[config.mk]
export PLATFORM = sky130hd
export DESIGN_NAME = man_demod
export DESIGN_NICKNAME = d
export VERILOG_FILES = /design/src/rtl/man_demod_pkg.sv /design/src/rtl/man_sync.sv /design/src/rtl/man_demod.sv
export SDC_FILE = /design/constraint.sdc
export NUM_CORES = 1
export LEC_CHECK = 0
export BUFFER_PORTS_ARGS = -buffer_cell sky130_fd_sc_hd__buf_2
export CAP_MARGIN = 10
export CORE_MARGIN = 2
export CORE_UTILIZATION = 45
export CTS_BUF_LIST = sky130_fd_sc_hd__clkbuf_8
export DETAILED_ROUTE_END_ITERATION = 16
export GPL_ROUTABILITY_DRIVEN = 0
export PLACE_DENSITY_LB_ADDON = 0.12
export SLEW_MARGIN = 25
export SYNTH_ARGS = -nofsm -noshare
export SYNTH_HDL_FRONTEND = slang
export SYNTH_SLANG_ARGS = --single-unit
[constraint.sdc]
create_clock -name clk -period 3.9 [get_ports clk]
set_clock_uncertainty 0.1 [all_clocks]
set_input_delay 0.195 -clock clk [delete_from_list [all_inputs] [get_ports clk]]
set_output_delay 0.195 -clock clk [all_outputs]
set_load 0.02 [all_outputs]
[src/rtl/man_demod_pkg.sv]
// Shared constants and state encoding for the Manchester demodulator.
// HALF/ETU are also used by the matching Manchester encoder.
package man_demod_pkg;

  localparam int N_DEF = 4;
  localparam int HALF  = 1 << N_DEF;
  localparam int ETU   = 2 * HALF;
  localparam int Q1    = HALF / 2;
  localparam int Q3    = HALF + HALF / 2;

  typedef enum logic [1:0] {
    ST_IDLE = 2'd0,
    ST_SOF  = 2'd1,
    ST_DATA = 2'd2
  } state_e;

  function automatic int half_len(input int n);
    return 1 << n;
  endfunction

endpackage

[src/rtl/man_sync.sv]
// Two-flop synchronizer for the envelope line plus rise/fall detection
// against the previous synchronized value. All flops on the falling clock edge.
module man_sync (
  input  logic clk,
  input  logic in_rst_n,
  input  logic in_data,
  output logic s,
  output logic rise,
  output logic fall
);

  logic meta;
  logic s_prev;

  // NOTE: sequential state uses non-blocking assignments so every flop samples pre-edge values.
  always_ff @(negedge clk or negedge in_rst_n) begin
    if (!in_rst_n) begin
      meta   <= 1'b0;
      s      <= 1'b0;
      s_prev <= 1'b0;
    end else begin
      meta   <= in_data;
      s      <= meta;
      s_prev <= s;
    end
  end

  assign rise = s & ~s_prev;
  assign fall = ~s & s_prev;

endmodule

[src/rtl/man_demod.sv]
// Manchester decoder for the card-to-reader path: samples each half-bit at its
// midpoint and decides at the second sample. Optional mid-bit resync: MAN_DEMOD_RESYNC_EN.
module man_demod
  import man_demod_pkg::*;
#(
  parameter int N = N_DEF
) (
  input  logic clk,
  input  logic in_rst_n,
  input  logic in_enable,
  input  logic in_data,
  output logic out_data,
  output logic out_valid,
  output logic out_sof,
  output logic out_eof,
  output logic out_err,
  output logic out_active
);

  localparam int W = N + 1;
  localparam logic [W-1:0] HALF_C = W'(half_len(N));
  localparam logic [W-1:0] Q1_C   = W'(half_len(N) / 2);
  localparam logic [W-1:0] Q3_C   = W'(half_len(N) + half_len(N) / 2);
  localparam logic [W-1:0] WIN_LO = W'(half_len(N) - half_len(N) / 4);
  localparam logic [W-1:0] WIN_HI = W'(half_len(N) + half_len(N) / 4);
`ifdef MAN_DEMOD_RESYNC_EN
  localparam bit RESYNC = 1'b1;
`else
  localparam bit RESYNC = 1'b0;
`endif

  state_e         state, state_nx;
  logic [W-1:0]   cnt, cnt_nx;
  logic           a, a_nx;
  logic           s, rise, fall;
  logic           decide;
  logic           data_nx, valid_nx, sof_nx, eof_nx, err_nx;

  man_sync u_sync (
    .clk      (clk),
    .in_rst_n (in_rst_n),
    .in_data  (in_data),
    .s        (s),
    .rise     (rise),
    .fall     (fall)
  );

  // The second-half sample b is the live synchronized value s at Q3.
  assign decide = (state != ST_IDLE) && (cnt == Q3_C);

  always_ff @(negedge clk or negedge in_rst_n) begin
    if (!in_rst_n) begin
      state <= ST_IDLE;
      cnt   <= '0;
      a     <= 1'b0;
    end else begin
      state <= state_nx;
      cnt   <= cnt_nx;
      a     <= a_nx;
    end
  end

  // NOTE: every always_comb output gets a default first so no path can infer a latch.
  always_comb begin
    state_nx = state;
    if (!in_enable) begin
      state_nx = ST_IDLE;
    end else begin
      case (state)
        ST_IDLE: if (rise)   state_nx = ST_SOF;
        ST_SOF:  if (decide) state_nx = (a && !s) ? ST_DATA : ST_IDLE;
        ST_DATA: if (decide && (a == s)) state_nx = ST_IDLE;
        default: state_nx = ST_IDLE;
      endcase
    end
  end

  // Bit timing: counter parks at 0 in IDLE and restarts at 1 on the SOF edge.
  always_comb begin
    cnt_nx = cnt + 1'b1;
    a_nx   = (cnt == Q1_C) ? s : a;
    if (state_nx == ST_IDLE) begin
      cnt_nx = '0;
    end else if (state == ST_IDLE) begin
      cnt_nx = W'(1);
    end else if (RESYNC && (rise || fall) && (cnt >= WIN_LO) && (cnt < WIN_HI)) begin
      cnt_nx = HALF_C;
    end
  end

  always_comb begin
    data_nx  = 1'b0;
    valid_nx = 1'b0;
    sof_nx   = 1'b0;
    eof_nx   = 1'b0;
    err_nx   = 1'b0;
    if (in_enable && decide) begin
      if (state == ST_SOF) begin
        sof_nx = a & ~s;
      end else begin
        valid_nx = a ^ s;
        data_nx  = a & ~s;
        eof_nx   = ~a & ~s;
        err_nx   = a & s;
      end
    end
  end

  always_ff @(negedge clk or negedge in_rst_n) begin
    if (!in_rst_n) begin
      out_data  <= 1'b0;
      out_valid <= 1'b0;
      out_sof   <= 1'b0;
      out_eof   <= 1'b0;
      out_err   <= 1'b0;
    end else begin
      out_data  <= data_nx;
      out_valid <= valid_nx;
      out_sof   <= sof_nx;
      out_eof   <= eof_nx;
      out_err   <= err_nx;
    end
  end

  assign out_active = (state != ST_IDLE);

endmodule

==> metrics.csv <==
metric,value,unit
post-synthesis cell area,748,um2
initial core utilization,0.491,
share of layout cells above drive strength 1,0.237,
largest net degree at the start of global routing,17,
Post-synth EDFFs,0,
"Gates resized, CTS repair",0,
RSZ-0062 raised after global routing,false,
"Slowest-stage cell, CP",dfrtn_1,
most crowded layer after global routing,met2,
Crit path arrival time,3.15,ns
power per cell area,387,nW/um2
met3 GRT Util,0.0240,
M1 GR Usage,0.165,
post-layout util,0.570,
H-tree depth,1,
Slew HR,0.737,
DR vias,479,
DIE AREA,2000,um2
Mean Syn Cell Area,11.9,um2
yosys warns,0,
DIE HEIGHT,44.8,um
share of async-settable or async-resettable flops after synthesis,1.00,
Required @ worst endpoint,3.61,ns
Num CTS Buffers,3,
setup tns final,0,ns
Seq cells post-synth,16,
setup bufs post-CTS,0,
DRC Markers,0,
crit path capture type,primary output,
clock-pin slew on the worst setup and hold paths,0.04,ns
CTS tree,done,
Port Buf Inserts,9,
Post-DRT Antenna Nets,0,
Final Hold Fails,0,
WP buf/inv,1,
Pre-Repair DR Iteration Count,4,
GR Layer Usage met2,0.212,
clock sink count,16,
Vias per Instance,5.21,
r2r startpoint,u_sync.s$_DFF_NN0_,
vias in the first global route,470,
final worst setup slack,0.454,ns
status,completed,
"Area growth, synth to finish",16.1,%
core box area,1520,um2
max-cap violations,0,
Final Power,0.336,mW
top_reg_cell synth,dfrtn_1,
Max Transition Viols Final,0,
clock buffer depth,2,
VDD IR-drop max,0.267,mV
max incr delay on CP,0.50,ns
first-pass GRT wire length,1870,um
Ant. Diodes,0,
wire per inst,12.1,um
Final setup viols,0,
final WL,1110,um
First DRT Iteration DRCs,5,
cells along the critical path,or2_1 -> buf_2,
CP startpoint kind,flip-flop,
Skew-Pair Late Insertion Delay,0.26,ns
critical path startpoint,state[1]$_DFF_NN0_,
grt total ovfl,0,
site row count,14,
Nets,86,
initial antenna violation count,0,
worst hold start,u_sync.meta$_DFF_NN0_,
CTS Root Cell,clkbuf_8,
"Distinct cells, synth",21,
"delay-heaviest family, CP",flip-flops,
Crit Path Category,reg2out,
CP max FO,7,
DIE WIDTH,44.8,um
post-DP HPWL,847,um
# IOs,10,
sequential fraction of the synthesis area,0.535,
GRT Util Overall,0.135,
Leak,0.472,nW
hold buffers post-CTS,0,
Synth Instances,63,
Worst-Margin Slew,0.392,ns
syn_nets,72,
worst slack at placement,0.739,ns
HP Class,reg2reg,
[kinds of logic (layout without fill, tap and decap cells)]
family          after synthesis  count (layout)  synth area share
simple gates                 24              24             0.191
mux                           1               1            0.0134
buf+inv                       8              21            0.0401
fa+ha+maj                     5               5            0.0836
xor+xnor                      3               3            0.0351
compound gates                6               6             0.102
flops                        16              16             0.535
[synthesized netlist by cell type (all sizes together) (2+ instances only)]
library cell	count	area [um2]
nand3	2	10.0
a21oi	2	13.8
nand2	4	15.0
inv	8	30.0
nand2b	2	12.5
nor2	2	7.51
nor3	7	35.0
and2	4	25.0
dfrtn	16	400
xor2	2	17.5
ha	5	62.6
[power by group]
part           leakage (nW)  switching [mW]  total (mW)  internal, mW
combinational         0.228          0.0131      0.0203       0.00722
sequential            0.215         0.00322       0.174         0.170
clock                0.0288          0.0526       0.142        0.0893
total                 0.472          0.0689       0.336         0.267
[worst paths after layout]
kind | cells after the start | slack (ns) | end
max | 2 | 0.45 | out_active
min | 0 | 0.20 | u_sync.s$_DFF_NN0_
max reg2reg | 4 | 2.21 | cnt[2]$_DFF_NN0_
min reg2reg | 0 | 0.20 | u_sync.s$_DFF_NN0_
max in group asynchronous | 1 | 1.84 | state[0]$_DFF_NN0_
min in group asynchronous | 1 | 1.57 | cnt[4]$_DFF_NN0_
[metrics by stage]
| step | instance area, um2 | std cells | hold slack (ns) |
|---|---|---|---|
| finish | 868 | 92 | 0.199 |
| global route | 868 | 92 | 0.202 |
| detailed placement | 813 | 88 | 0.201 |
| global placement | 813 | 88 | 0.192 |
| floorplan | 748 | 63 | 0.192 |
| CTS | 868 | 92 | 0.201 |
[registers in the layout, indices dropped and copies added (netlist names)]
name	flops
a	1
cnt	5
out_data	1
out_eof	1
out_err	1
out_sof	1
out_valid	1
state	2
u_sync.meta	1
u_sync.s	1
u_sync.s_prev	1
[layout make-up]
cell class                      count  area, um2
Fill cell                         129        656
Sequential cell                    16        400
Multi-Input combinational cell     39        318
Clock buffer                        4       55.1
Timing Repair Buffer                9       45.0
Inverter                            8       30.0
Tap cell                           16       20.0
[placed cells by master, fill, tap and decap left out]
cell | netlist | routed
xnor2_1 | 1 | 1
and2_1 | 4 | 4
nand4b_4 | 1 | 1
nor3_1 | 7 | 7
buf_2 | 0 | 9
nand2_1 | 4 | 4
mux2i_1 | 1 | 1
clkbuf_8 | 0 | 4
a21oi_2 | 1 | 1
o2111ai_1 | 1 | 1
nor2_1 | 2 | 2
o311ai_4 | 1 | 1
dfrtn_1 | 16 | 16
xor2_1 | 2 | 2
nor3b_1 | 1 | 1
nand2b_1 | 2 | 2
o31ai_2 | 1 | 1
or2_1 | 1 | 1
a2111oi_2 | 1 | 1
ha_1 | 5 | 5
inv_1 | 8 | 8
nand3_1 | 2 | 2
a21oi_1 | 1 | 1
[layer usage]
layer | vias up | wire (um)
met5 | - | 0
li1 | 239 | -
met1 | 231 | 498
met4 | 0 | 18
met2 | 7 | 551
met3 | 2 | 42
Power figures use the tool's default switching activity.
